## src/rtl/board_support_ctrl.sv

```systemverilog
// Board glue between FPGA pins and the SoC: reset stretcher, button debouncers,
// halt toggle, heartbeat and UART activity indicators, and a selectable LED mux.
module board_support_ctrl #(
    parameter int unsigned CLOCK_FREQ        = 50000000,
    parameter int unsigned HEARTBEAT_HZ      = 1,
    parameter int unsigned LEDS_WIDTH        = 8,
    parameter int unsigned BUTTON_COUNT      = 2,
    parameter int unsigned DEBOUNCE_CYCLES   = 500000,
    parameter int unsigned RESET_HOLD_CYCLES = 1024,
    parameter int unsigned ACTIVITY_CYCLES   = 2500000
) (
    input  logic                    clk_i,
    input  logic                    rst_ni,
    input  logic [BUTTON_COUNT-1:0] buttons_ni,
    input  logic [1:0]              led_mode_i,
    input  logic [LEDS_WIDTH-1:0]   soc_leds_i,
    input  logic                    uart_rx_i,
    input  logic                    uart_tx_i,
    output logic                    soc_rst_no,
    output logic                    halt_o,
    output logic [BUTTON_COUNT-1:0] buttons_db_o,
    output logic [LEDS_WIDTH-1:0]   led_o
);

    localparam int unsigned HbHalf = CLOCK_FREQ / (2 * HEARTBEAT_HZ);
    localparam int unsigned DebW   = (DEBOUNCE_CYCLES > 1) ? $clog2(DEBOUNCE_CYCLES) : 1;
    localparam int unsigned HoldW  = (RESET_HOLD_CYCLES > 1) ? $clog2(RESET_HOLD_CYCLES) : 1;
    localparam int unsigned HbW    = (HbHalf > 1) ? $clog2(HbHalf) : 1;
    localparam int unsigned ActW   = $clog2(ACTIVITY_CYCLES + 1);

    localparam logic [DebW-1:0]  DebLast  = DebW'(DEBOUNCE_CYCLES - 1);
    localparam logic [HoldW-1:0] HoldLast = HoldW'(RESET_HOLD_CYCLES - 1);
    localparam logic [HbW-1:0]   HbLast   = HbW'(HbHalf - 1);
    localparam logic [ActW-1:0]  ActLoad  = ActW'(ACTIVITY_CYCLES);

    typedef enum logic [0:0] {StHold, StRun} state_e;

    // Synchronisers (raw pin level: 1 = released / idle)
    logic [BUTTON_COUNT-1:0] btn_meta_q, btn_sync_q;
    logic                    rx_meta_q, rx_sync_q, rx_prev_q, tx_prev_q;

    // Debouncer state
    logic [BUTTON_COUNT-1:0][DebW-1:0] deb_cnt_q, deb_cnt_d;
    logic [BUTTON_COUNT-1:0]           db_q, db_d;
    logic [1:0]                        db_prev_q;
    logic [BUTTON_COUNT-1:0]           btn_pressed;
    logic                              press0, press1;

    // Indicators
    logic [HbW-1:0]  hb_cnt_q, hb_cnt_d;
    logic            hb_q, hb_d;
    logic [ActW-1:0] rx_act_q, rx_act_d, tx_act_q, tx_act_d;
    logic            rx_fall, tx_fall, rx_active, tx_active;

    // Reset FSM and outputs
    state_e               state_q;
    logic [HoldW-1:0]     hold_cnt_q;
    logic                 soc_rst_n_q, halt_q;
    logic [LEDS_WIDTH-1:0] led_q, led_d;

    assign btn_pressed = ~btn_sync_q;
    assign press0      = db_q[0] & ~db_prev_q[0];
    assign press1      = db_q[1] & ~db_prev_q[1];
    assign rx_fall     = rx_prev_q & ~rx_sync_q;
    // uart_tx already lives in this clock domain, so it is edge-detected directly
    assign tx_fall     = tx_prev_q & ~uart_tx_i;
    assign rx_active   = (rx_act_q != '0);
    assign tx_active   = (tx_act_q != '0);

    // Debounce: accept a new level only after DEBOUNCE_CYCLES consecutive disagreeing cycles
    always_comb begin
        deb_cnt_d = '0;
        db_d      = db_q;
        for (int i = 0; i < int'(BUTTON_COUNT); i++) begin
            if (btn_pressed[i] != db_q[i]) begin
                if (deb_cnt_q[i] == DebLast) begin
                    db_d[i] = btn_pressed[i];
                end else begin
                    deb_cnt_d[i] = deb_cnt_q[i] + 1'b1;
                end
            end
        end
    end

    // Heartbeat divider and activity stretchers (retriggerable, saturate at zero)
    always_comb begin
        hb_cnt_d = hb_cnt_q + 1'b1;
        hb_d     = hb_q;
        if (hb_cnt_q == HbLast) begin
            hb_cnt_d = '0;
            hb_d     = ~hb_q;
        end

        rx_act_d = rx_act_q;
        if (rx_fall) begin
            rx_act_d = ActLoad;
        end else if (rx_active) begin
            rx_act_d = rx_act_q - 1'b1;
        end

        tx_act_d = tx_act_q;
        if (tx_fall) begin
            tx_act_d = ActLoad;
        end else if (tx_active) begin
            tx_act_d = tx_act_q - 1'b1;
        end
    end

    // LED source select
    always_comb begin
        led_d = '0;
        unique case (led_mode_i)
            2'd0: led_d = soc_leds_i;
            2'd1: begin
                led_d[0] = hb_q;
                led_d[1] = ~soc_rst_n_q;
                led_d[2] = halt_q;
            end
            2'd2: begin
                led_d[0] = rx_active;
                led_d[1] = tx_active;
            end
            2'd3: led_d = '1;
            default: led_d = '0;
        endcase
    end

    // Datapath registers: synchronisers, debouncers, indicators, LED output
    always_ff @(posedge clk_i) begin
        if (!rst_ni) begin
            btn_meta_q <= '1;
            btn_sync_q <= '1;
            rx_meta_q  <= 1'b1;
            rx_sync_q  <= 1'b1;
            rx_prev_q  <= 1'b1;
            tx_prev_q  <= 1'b1;
            deb_cnt_q  <= '0;
            db_q       <= '0;
            db_prev_q  <= '0;
            hb_cnt_q   <= '0;
            hb_q       <= 1'b0;
            rx_act_q   <= '0;
            tx_act_q   <= '0;
            led_q      <= '0;
        end else begin
            btn_meta_q <= buttons_ni;
            btn_sync_q <= btn_meta_q;
            rx_meta_q  <= uart_rx_i;
            rx_sync_q  <= rx_meta_q;
            rx_prev_q  <= rx_sync_q;
            tx_prev_q  <= uart_tx_i;
            deb_cnt_q  <= deb_cnt_d;
            db_q       <= db_d;
            db_prev_q  <= db_q[1:0];
            hb_cnt_q   <= hb_cnt_d;
            hb_q       <= hb_d;
            rx_act_q   <= rx_act_d;
            tx_act_q   <= tx_act_d;
            led_q      <= led_d;
        end
    end

    // Reset stretcher / halt FSM; soc_rst_n trails the state by one cycle
    always_ff @(posedge clk_i) begin
        if (!rst_ni) begin
            state_q     <= StHold;
            hold_cnt_q  <= '0;
            soc_rst_n_q <= 1'b0;
            halt_q      <= 1'b0;
        end else begin
            soc_rst_n_q <= (state_q == StRun);
            unique case (state_q)
                StHold: begin
                    halt_q <= 1'b0;
                    if (hold_cnt_q == HoldLast) begin
                        state_q    <= StRun;
                        hold_cnt_q <= '0;
                    end else begin
                        hold_cnt_q <= hold_cnt_q + 1'b1;
                    end
                end
                StRun: begin
                    // Soft reset takes priority over a simultaneous halt toggle
                    if (press0) begin
                        state_q    <= StHold;
                        hold_cnt_q <= '0;
                        halt_q     <= 1'b0;
                    end else if (press1) begin
                        halt_q <= ~halt_q;
                    end
                end
                default: begin
                    state_q    <= StHold;
                    hold_cnt_q <= '0;
                end
            endcase
        end
    end

    assign soc_rst_no   = soc_rst_n_q;
    assign halt_o       = halt_q;
    assign buttons_db_o = db_q;
    assign led_o        = led_q;

endmodule
```

## config.mk

```make
export PLATFORM = sky130hd
export DESIGN_NAME = board_support_ctrl
export DESIGN_NICKNAME = d
export VERILOG_FILES = /design/src/rtl/board_support_ctrl.sv
export SDC_FILE = /design/constraint.sdc
export NUM_CORES = 1
export LEC_CHECK = 0
export ABC_AREA = 1
export ABC_CLOCK_PERIOD_IN_PS = 2300
export BUFFER_PORTS_ARGS = -buffer_cell sky130_fd_sc_hd__clkbuf_2
export CAP_MARGIN = 5
export CORE_MARGIN = 1
export CORE_UTILIZATION = 55
export CTS_CLUSTER_DIAMETER = 100
export DETAILED_ROUTE_END_ITERATION = 7
export PLACE_DENSITY = 0.69
export SETUP_SLACK_MARGIN = 0.1
export SLEW_MARGIN = 40
export SYNTH_ARGS = -nofsm -noshare
export SYNTH_HDL_FRONTEND = slang
export SYNTH_SLANG_ARGS = --single-unit
```

## constraint.sdc

```tcl
create_clock -name clk_i -period 2.3 [get_ports clk_i]
set_input_delay 0.115 -clock clk_i [delete_from_list [all_inputs] [get_ports clk_i]]
set_output_delay 0.115 -clock clk_i [all_outputs]
set_load 0.03 [all_outputs]
```

==> results of run 1 <==
==> state kept, by name (all words and copies together), names as in the netlist, 2 cells and up <==
register      cells
rx_act_q         22
buttons_db_o      2
hb_cnt_q         25
btn_sync_q        2
led_o             8
btn_meta_q        2
hold_cnt_q       10
deb_cnt_q        38
db_prev_q         2
tx_act_q         22
==> metrics by stage <==
stage,total power [mW],hold WS (ns),utilization
floorplan,4.58,0.212,-
global placement,4.96,0.303,0.590
detailed placement,4.99,0.303,0.590
CTS,7.47,0.0179,0.639
global route,7.93,0.0839,0.639
finish,7.43,0.0298,0.639
==> path summary, 6_finish.rpt <==
path,to,slack [ns],depth (start not counted)
setup / recovery,deb_cnt_q[15]$_SDFF_PP0_,0.47,8
hold / removal,led_o[0]$_SDFF_PN0_,0.03,3
setup reg to reg,deb_cnt_q[15]$_SDFF_PP0_,0.47,8
hold reg to reg,rx_sync_q$_SDFF_PN1_,0.41,1
==> metal layers <==
metal	share of wire	track usage	vias up
met5	0	0	-
met1	0.47	0.296	2869
met4	0.014	0.0769	0
li1	-	-	3418
met3	0.042	0.0643	22
met2	0.47	0.419	96
==> cells by family (layout without fill, tap and decap cells) <==
logic type      Yosys count  in the layout  synth area share
compound gates           95             95            0.0746
buf+inv                 139            198            0.0793
xor+xnor                 42             42            0.0512
fa+ha+maj                13             13            0.0227
flops                   141            141             0.393
simple gates            621            621             0.379
==> area by class of cell <==
cell class | count | area [sq um]
Clock buffer | 25 | 495
Fill cell | 1207 | 4580
Timing Repair Buffer | 41 | 263
Tap cell | 172 | 215
Sequential cell | 141 | 2820
Inverter | 125 | 470
Clock inverter | 7 | 37.5
Multi-Input combinational cell | 771 | 3790
==> synth_stat cells, drive strengths merged (13+ instances only) <==
cell type / number
nand4: 23
ha: 13
or2: 22
nand3: 67
dfxtp: 141
nor2: 211
o21ai: 21
inv: 124
nand2: 254
xor2: 30
nor3: 35
a21oi: 59
==> timing repair <==
action | 4_1_cts | 5_1_grt
hold endpoints to repair | 9 | 0
gates resized for setup | 0 | 0
hold buffers | 9 | 0
==> power by group <==
group	total [mW]	leakage [nW]	internal [mW]	switching [mW]
Combinational	2.06	1.83	0.767	1.29
Sequential	2.91	1.15	2.69	0.222
Clock	2.46	0.267	1.48	0.978
Total	7.43	3.25	4.93	2.49
==> critical path, cell delays in order (launching register included) <==
cell and delay, ns:
dfxtp_1 0.42, ha_1 0.27, nand3_2 0.12, inv_1 0.10
nand4_1 0.17, o21bai_4 0.43, inv_1 0.11, nand2_1 0.08
inv_1 0.03
==> placed cells by master (no fill, tap or decap), types with 7 or more instances in the layout <==
cell           count
a21oi_1           59
clkbuf_16         17
clkbuf_2          27
clkinv_2           7
dfxtp_1          141
dlygate4sd3_1      9
ha_1              13
inv_1            122
nand2_1          249
nand3_1           61
nand4_1           23
nor2_1           198
nor2_2            11
nor3_1            30
o21ai_0           20
or2_2             18
xnor2_1           12
xor2_1            30
==> impl_metrics.env, run 1 <==
export IMPL_clk_path_buf_depth=2
export IMPL_grt_pass1_wl_mm=26.0
export IMPL_synth_top_area_frac=0.393
export IMPL_hp_start="soc_leds_i[0]"
export IMPL_placedCellCount=1241
export IMPL_postSynthCellCount=1051
export IMPL_clkSlewWorstSetupHoldPaths_ns=0.06
export IMPL_via_per_inst=5.00
export IMPL_hold_viol=0
export IMPL_cp_required_ns=2.62
export IMPL_cts_sinks=141
export IMPL_yosys_most_used_dff="dfxtp_1"
export IMPL_setup_viol=0
export IMPL_ant_nets=0
export IMPL_worst_setup_path_type="register to register"
export IMPL_cp_startpoint="deb_cnt_q[0]$_SDFF_PP0_"
export IMPL_leakage_nw=3.25
export IMPL_ir_worst_vdd_mv=0.966
export IMPL_setup_ws_ns=0.467
export IMPL_clockRootBuffer="clkbuf_16"
export IMPL_post_cts_buffers=0
export IMPL_cts_tree="built"
export IMPL_cp_max_fo=18
export IMPL_synth_nets=1080
export IMPL_vias=6405
export IMPL_rsz0062_at_grt="no"
export IMPL_dp_hpwl_mm=11.2
export IMPL_fin_crit_sh=0.797
export IMPL_insertion_delay_ns=0.42
export IMPL_routed_wirelength_mm=15.4
export IMPL_tightestPinTransition_ns=0.534
export IMPL_die_w_microns=116
export IMPL_nNetsFinal=1126
export IMPL_r2r_start="deb_cnt_q[0]$_SDFF_PP0_"
export IMPL_synth_async_reset_ratio=0
export IMPL_postLayoutCellArea_sq_um=8090
export IMPL_start_kind="register"
export IMPL_yosysWarnings=0
export IMPL_die_area_sq_um=13500
export IMPL_synth_seq_cells=141
export IMPL_end_kind="register"
export IMPL_grt_remaining_overflow=0
export IMPL_grt_pass1_vias=5954
export IMPL_hold_class="primary input to register"
export IMPL_numPortBuffers=27
export IMPL_cts_buffers=17
export IMPL_fin_skew_ns=0.00415
export IMPL_synth_area_top_cells="dfxtp_1 39%, nand2_1 13%, nor2_1 10%"
export IMPL_die_h_microns=116
export IMPL_n_antenna_cell=0
export IMPL_maxCapViolations=0
export IMPL_antenna_found_initial=0
export IMPL_status="finished clean"
export IMPL_drtIter0Drc=351
export IMPL_synthToLayoutAreaGrowth_pct=12.7
export IMPL_fin_crit_ns=1.83
export IMPL_io_pins=28
export IMPL_cp_arrival_ns=2.15
export IMPL_dpl_cell_area_sq_um=7470
export IMPL_slew_limit_headroom=0.643
export IMPL_slew_viol_final=0
export IMPL_yosys_cell_types_count=40
export IMPL_rows=41
export IMPL_avgSynthCellArea_sq_um=6.83
export IMPL_drive_gt1_frac=0.102
export IMPL_start_util=0.567
export IMPL_place_congestion=0.864
export IMPL_stdcell_count=1282
export IMPL_post_route_drc_count=0
export IMPL_netlist_area_sq_um=7180
export IMPL_tns_ns=0
export IMPL_yosys_area_top_type="dfxtp_1"
export IMPL_post_drt_wl_per_cell_microns=12.0
export IMPL_drt_pass1_iterations=5
export IMPL_ys_seq_area_frac=0.393
export IMPL_core_region_area_sq_um=12700
export IMPL_dp_slack_ns=0.497
export IMPL_gr_usage_all_layers=0.244
export IMPL_powerDensity_nw_per_um2=918
export IMPL_grt_max_degree=25
export IMPL_synth_edff_count=0
export IMPL_max_freq_mhz=545
export IMPL_cts_htree_levels=4
Note: power is estimated with default switching activity, not from simulation.
==> run 2: changes to the inputs <==
--- a/config.mk
+++ b/config.mk
@@ -5,15 +5,15 @@
 export SDC_FILE = /design/constraint.sdc
 export NUM_CORES = 1
 export LEC_CHECK = 0
-export ABC_AREA = 1
-export ABC_CLOCK_PERIOD_IN_PS = 2300
+export ABC_AREA = 0
+export ABC_CLOCK_PERIOD_IN_PS = 1500
 export BUFFER_PORTS_ARGS = -buffer_cell sky130_fd_sc_hd__clkbuf_2
 export CAP_MARGIN = 5
 export CORE_MARGIN = 1
 export CORE_UTILIZATION = 55
 export CTS_CLUSTER_DIAMETER = 100
 export DETAILED_ROUTE_END_ITERATION = 7
-export PLACE_DENSITY = 0.69
+export PLACE_DENSITY = 0.72
 export SETUP_SLACK_MARGIN = 0.1
 export SLEW_MARGIN = 40
 export SYNTH_ARGS = -nofsm -noshare
==> constraint.sdc (replaced) <==
create_clock -name clk_i -period 1.5 [get_ports clk_i]
set_input_delay 0.075 -clock clk_i [delete_from_list [all_inputs] [get_ports clk_i]]
set_output_delay 0.075 -clock clk_i [all_outputs]
set_load 0.03 [all_outputs]
==> impl_metrics.env, run 2 <==
export IMPL_p_int_mw=9.46
export IMPL_fin_crit_ns=1.97
export IMPL_tns_ns=-24.67
export IMPL_vias=6759
export IMPL_leakage_nw=3.88
export IMPL_postSynthCellCount=720
export IMPL_yosys_cell_types_count=61
export IMPL_cts_tree="built"
export IMPL_clkSlewWorstSetupHoldPaths_ns=0.06
export IMPL_final_common_cell="buf_4"
export IMPL_ys_seq_area_frac=0.443
export IMPL_grt_pass1_wl_mm=28.7
export IMPL_numPortBuffers=27
export IMPL_antenna_found_initial=0
export IMPL_ant_nets=0
export IMPL_synth_edff_count=0
export IMPL_die_area_sq_um=12000
export IMPL_max_freq_mhz=509
export IMPL_yosys_top_cells_count="141 x dfxtp_1, 120 x nor2_1, 49 x xor2_1, 44 x nand2_1, 41 x xnor2_1"
export IMPL_end_kind="register"
export IMPL_drive_gt1_frac=0.501
export IMPL_grt_remaining_overflow=0
export IMPL_final_util=0.916
export IMPL_yosys_most_used_dff="dfxtp_1"
export IMPL_reg_top3="deb_cnt_q (38), hb_cnt_q (25)"
export IMPL_violations="negative setup slack"
export IMPL_synthToLayoutAreaGrowth_pct=59.2
export IMPL_place_congestion=0.887
export IMPL_core_region_area_sq_um=11100
export IMPL_rsz0062_at_grt="yes"
export IMPL_n_antenna_cell=0
export IMPL_synth_nets=749
export IMPL_hold_viol=0
export IMPL_fin_skew_ns=0.00963
export IMPL_synth_top_area_frac=0.443
export IMPL_top_register="deb_cnt_q"
export IMPL_setup_ws_ns=-0.466
export IMPL_die_h_microns=110
export IMPL_postLayoutCellArea_sq_um=10100
export IMPL_cts_sinks=141
export IMPL_start_kind="register"
export IMPL_drt_pass1_iterations=7
export IMPL_r2r_slack_ns=-0.47
export IMPL_power_frac_seq=0.313
export IMPL_maxCapViolations=0
export IMPL_clk_path_buf_depth=2
export IMPL_whs_endpoint="led_o[2]$_SDFF_PN0_"
export IMPL_post_drt_wl_per_cell_microns=21.9
export IMPL_r2r_end="rx_act_q[17]$_SDFFE_PN0P_"
export IMPL_hp_start="led_mode_i[1]"
export IMPL_fillers=397
export IMPL_fin_crit_sh=1.31
export IMPL_post_route_drc_count=0
export IMPL_nNetsFinal=970
export IMPL_die_w_microns=110
export IMPL_p_sw_frac=0.334
export IMPL_drtIter0Drc=808
export IMPL_cp_cell_sequence="or4_4 > or3_4 > o211ai_4 > xor2_1 > a21boi_1"
export IMPL_yosysWarnings=0
export IMPL_setup_viol=108
export IMPL_power_total_mw=14.2
export IMPL_p_switching_mw=4.75
export IMPL_gr_usage_all_layers=0.308
export IMPL_cts_htree_levels=4
export IMPL_ff_latch_area_sq_um=2910
export IMPL_rows=38
export IMPL_powerDensity_nw_per_um2=1400
export IMPL_synth_seq_cells=141
export IMPL_cp_slowest_stage_delay_ns=0.54
export IMPL_netlist_area_sq_um=6370
export IMPL_hold_path_cell_count=3
export IMPL_cp_required_ns=1.79
export IMPL_ir_worst_vdd_mv=1.22
export IMPL_synth_async_reset_ratio=0
export IMPL_slew_viol_final=0
export IMPL_cp_slowest_cell="or4_4"
export IMPL_io_pins=28
export IMPL_p_comb_frac=0.383
export IMPL_dp_hpwl_mm=9.86
export IMPL_grt_max_degree=18
export IMPL_final_cell_mix="150 x buf_4, 97 x dfxtp_1, 68 x nor2_1, 44 x xor2_1"
export IMPL_pwr_share_clk=0.305
export IMPL_synth_most_common_cell="dfxtp_1"
export IMPL_dpl_cell_area_sq_um=7810
export IMPL_hold_ws_ns=0.0706
export IMPL_via_per_inst=6.18
export IMPL_status="finished with violations"
export IMPL_cts_buffers=17
export IMPL_routed_wirelength_mm=23.9
export IMPL_r2r_start="rx_act_q[18]$_SDFFE_PN0P_"
export IMPL_largest_reg_flops=38
export IMPL_multi_input_area_sq_um=4590
export IMPL_avgSynthCellArea_sq_um=8.85
export IMPL_start_util=0.575
export IMPL_cp_arrival_ns=2.26
export IMPL_cp_max_fo=7
export IMPL_hold_class="primary input to register"
export IMPL_clockRootBuffer="clkbuf_16"
export IMPL_slew_limit_headroom=0.531
export IMPL_synth_area_top_cells="dfxtp_1 44%, nor2_1 7.1%, xor2_1 6.7%"
export IMPL_grt_pass1_vias=6341
export IMPL_yosys_area_top_type="dfxtp_1"
export IMPL_r2r_cells=5
export IMPL_worst_setup_path_type="register to register"
export IMPL_tightestPinTransition_ns=0.702
export IMPL_insertion_delay_ns=0.43
==> run 2: changes by cell type after synthesis, moves of 29 or more <==
cell,change
nand2_1,-205
inv_1,-107
nor2_1,-78
a21oi_1,-44
nand3_1,-36
xnor2_1,+29
==> run 2: area by class of cell <==
class                      count  area share
multi-input combinational    545       0.453
tap                          140      0.0173
clock inverter                 5     0.00765
timing repair buffer         221       0.178
inverter                      15     0.00629
sequential                   141       0.286
clock buffer                  27      0.0515
==> run 2: power groups by stage <==
| stage | clock [mW] | sequential (mW) | combinational [mW] |
|---|---|---|---|
| detailed placement | 0 | 4.42 | 3.52 |
| CTS | 4.26 | 4.38 | 4.57 |
| finish | 4.33 | 4.44 | 5.44 |
| global route | 4.49 | 4.46 | 5.77 |
| floorplan | 0 | 4.54 | 2.02 |
| global placement | 0 | 4.40 | 3.43 |
==> run 2: worst max path at each step <==
stage / slack, ns / cells after the start / startpoint / end
floorplan: -0.36 / 6 / rx_act_q[17]$_SDFFE_PN0P_ / rx_act_q[0]$_SDFFE_PP0P_
global placement: -0.43 / 5 / rx_act_q[17]$_SDFFE_PN0P_ / rx_act_q[0]$_SDFFE_PP0P_
detailed placement: -0.46 / 5 / rx_act_q[17]$_SDFFE_PN0P_ / rx_act_q[0]$_SDFFE_PP0P_
CTS: -0.44 / 5 / rx_act_q[18]$_SDFFE_PN0P_ / rx_act_q[17]$_SDFFE_PN0P_
global route: -0.54 / 6 / rx_act_q[13]$_SDFFE_PN0P_ / rx_act_q[17]$_SDFFE_PN0P_
finish: -0.47 / 5 / rx_act_q[18]$_SDFFE_PN0P_ / rx_act_q[17]$_SDFFE_PN0P_
==> run 2: per-stage QoR <==
step	cells	setup slack (ns)
after floorplan	720	-0.356
final	1094	-0.466
after global placement	986	-0.427
after CTS	1070	-0.438
after global routing	1094	-0.543
after detailed placement	986	-0.458
==> run 2: cell families after synthesis <==
kind of cell / after synthesis / share of synthesized area
AO/OA/AOI/OAI: 85 / 0.0913
buffers and inverters: 37 / 0.0259
adder cells (fa/ha/maj): 13 / 0.0255
multiplexers: 3 / 0.00491
AND/OR/NAND/NOR: 351 / 0.286
XOR/XNOR: 90 / 0.124
flip-flops: 141 / 0.443
==> run 2: metal layers <==
metal | up-vias | share of wire | GRT usage
met5 | - | 0 | 0
li1 | 2956 | - | -
met4 | 0 | 0.052 | 0.135
met3 | 131 | 0.075 | 0.0747
met1 | 3253 | 0.37 | 0.328
met2 | 419 | 0.50 | 0.574
==> run 2: critical path: cells and delay by family, from the launching register on <==
kind	cells	cell delay, ns
AND/OR/NAND/NOR	2	0.95
flip-flops	1	0.31
XOR/XNOR	1	0.20
AO/OA/AOI/OAI	2	0.37
==> run 2: repair_timing <==
item / CTS / global route
endpoints found under the hold margin: 11 / 0
resized for setup: 139 / 139
buffers inserted: 34 / 26
setup endpoints to repair: 115 / 116
hold buffers: 11 / 0
gates cloned: 7 / 2
pin swaps: 88 / 93
==> run 3: changes to the inputs <==
--- a/config.mk
+++ b/config.mk
@@ -11,6 +11,7 @@
 export CAP_MARGIN = 5
 export CORE_MARGIN = 1
 export CORE_UTILIZATION = 55
+export CTS_BUF_LIST = sky130_fd_sc_hd__clkbuf_8
 export CTS_CLUSTER_DIAMETER = 100
 export DETAILED_ROUTE_END_ITERATION = 7
 export PLACE_DENSITY = 0.72
==> impl_metrics.env, run 3 (synthesized netlist as in run 2, its figures left out) <==
export IMPL_cp_startpoint="rx_act_q[0]$_SDFFE_PP0P_"
export IMPL_synthToLayoutAreaGrowth_pct=56.0
export IMPL_reg_top3="deb_cnt_q (38), hb_cnt_q (25)"
export IMPL_placedCellCount=986
export IMPL_drive_gt1_frac=0.499
export IMPL_cts_tree="built"
export IMPL_pwr_share_clk=0.240
export IMPL_post_drt_wl_per_cell_microns=20.3
export IMPL_tightestPinTransition_ns=0.677
export IMPL_grt_max_degree=18
export IMPL_die_h_microns=110
export IMPL_worst_setup_path_type="register to register"
export IMPL_rows=38
export IMPL_clockRootBuffer="clkbuf_8"
export IMPL_drt_pass1_iterations=5
export IMPL_tns_ns=-25.19
export IMPL_fin_crit_sh=1.36
export IMPL_cp_slowest_cell="dfxtp_4"
export IMPL_cts_sinks=141
export IMPL_ir_worst_vdd_mv=1.22
export IMPL_stdcell_count=1087
export IMPL_grt_pass1_vias=6107
export IMPL_setup_viol=99
export IMPL_fin_skew_ns=0.00988
export IMPL_rsz0062_at_grt="yes"
export IMPL_antenna_found_initial=0
export IMPL_place_congestion=0.887
export IMPL_insertion_delay_ns=0.46
export IMPL_leakage_nw=3.82
export IMPL_grt_pass1_wl_mm=27.8
export IMPL_n_antenna_cell=0
export IMPL_nNetsFinal=963
export IMPL_cts_buffers=17
export IMPL_p_sw_frac=0.351
export IMPL_hold_viol=0
export IMPL_final_common_cell="buf_4"
export IMPL_cp_arrival_ns=2.39
export IMPL_via_per_inst=5.99
export IMPL_io_pins=28
export IMPL_power_frac_seq=0.340
export IMPL_p_comb_frac=0.420
export IMPL_drtIter0Drc=564
export IMPL_die_w_microns=110
export IMPL_largest_reg_flops=38
export IMPL_core_region_area_sq_um=11100
export IMPL_fin_crit_ns=2.04
export IMPL_dp_hpwl_mm=9.86
export IMPL_start_util=0.575
export IMPL_cts_htree_levels=4
export IMPL_maxCapViolations=0
export IMPL_numPortBuffers=27
export IMPL_end_kind="register"
export IMPL_final_util=0.897
export IMPL_cp_cell_sequence="inv_2 > ha_4 > nor4b_4 > buf_4 > nand4_1 > buf_6 > o211ai_1 > xor2_1 > nor2_1"
export IMPL_cp_num_buf_inv=3
export IMPL_powerDensity_nw_per_um2=1320
export IMPL_dpl_cell_area_sq_um=7810
export IMPL_final_cell_mix="136 x buf_4, 91 x dfxtp_1, 73 x nor2_1, 45 x xor2_1, 38 x dfxtp_2"
export IMPL_clk_path_buf_depth=2
export IMPL_post_route_drc_count=0
export IMPL_gr_usage_all_layers=0.299
export IMPL_slew_limit_headroom=0.549
export IMPL_hold_class="primary input to register"
export IMPL_postLayoutCellArea_sq_um=9940
export IMPL_start_kind="register"
export IMPL_slew_viol_final=0
export IMPL_p_switching_mw=4.60
export IMPL_max_freq_mhz=489
export IMPL_violations="negative setup slack"
export IMPL_cp_slowest_stage_delay_ns=0.37
export IMPL_status="finished with violations"
export IMPL_cp_max_fo=5
export IMPL_hp_start="rst_ni"
export IMPL_vias=6515
export IMPL_grt_remaining_overflow=0
export IMPL_ant_nets=0
export IMPL_setup_ws_ns=-0.544
export IMPL_p_int_mw=8.49
export IMPL_top_register="deb_cnt_q"
export IMPL_crit_family="simple AND/OR/NAND/NOR gates"
export IMPL_routed_wirelength_mm=22.0
export IMPL_clkSlewWorstSetupHoldPaths_ns=0.08
export IMPL_r2r_start="rx_act_q[0]$_SDFFE_PP0P_"
export IMPL_die_area_sq_um=12000
export IMPL_cp_required_ns=1.84
## run 3: cell count changes in the layout (fill, tap and decap cells not counted), sizes merged
cell / previous run / this run
inv: 15 / 19
buf: 181 / 172
dlygate4sd3: 11 / 13
clkbuf: 56 / 52
## run 3: per-stage QoR
| stage | hold slack (ns) | worst slack, ns | total power [mW] |
|---|---|---|---|
| 2_1_floorplan | 0.176 | -0.356 | 6.56 |
| 3_3_place_gp | 0.263 | -0.427 | 7.83 |
| 3_5_place_dp | 0.264 | -0.458 | 7.95 |
| 4_1_cts | 0.0146 | -0.408 | 12.1 |
| 5_1_grt | 0.0678 | -0.597 | 13.6 |
| 6_report | 0.0746 | -0.544 | 13.1 |
## run 3: final cells by class
type	count	area (sq um)
Clock buffer	23	317
Sequential cell	141	2920
Tap cell	140	175
Inverter	15	61.3
Multi-Input combinational cell	545	4580
Fill cell	445	1140
Timing Repair Buffer	214	1800
Clock inverter	9	92.6
## run 3: final timing paths
path	slack, ns	cells past startpoint	endpoint
worst max-delay path	-0.54	9	rx_act_q[14]$_SDFFE_PP0P_
worst min-delay path	0.07	2	led_o[2]$_SDFF_PN0_
worst max register to register	-0.54	9	rx_act_q[14]$_SDFFE_PP0P_
worst min register to register	0.42	1	btn_sync_q[0]$_SDFF_PN1_
## run 3: repair_timing
action	4_1_cts	5_1_grt
gates cloned	7	2
pin swaps	83	86
hold buffers	13	0
setup buffers	32	19
endpoints found under the hold margin	12	0
setup endpoints to repair	115	117
resized for setup	138	148
## run 3: routing by layer
layer | share of wire | vias to the layer above | track usage | wire (microns)
met4 | 0.057 | 0 | 0.140 | 1260
met2 | 0.49 | 299 | 0.542 | 10900
met3 | 0.064 | 134 | 0.0670 | 1400
met5 | 0 | - | 0 | 0
met1 | 0.38 | 3154 | 0.329 | 8480
li1 | - | 2928 | - | -
## run 3: power groups by stage
stage	registers [mW]	logic (mW)	clock network, mW
after floorplan	4.54	2.02	0
after global placement	4.40	3.43	0
after detailed placement	4.42	3.52	0
after CTS	4.39	4.60	3.14
after global routing	4.47	5.80	3.32
final	4.45	5.50	3.15
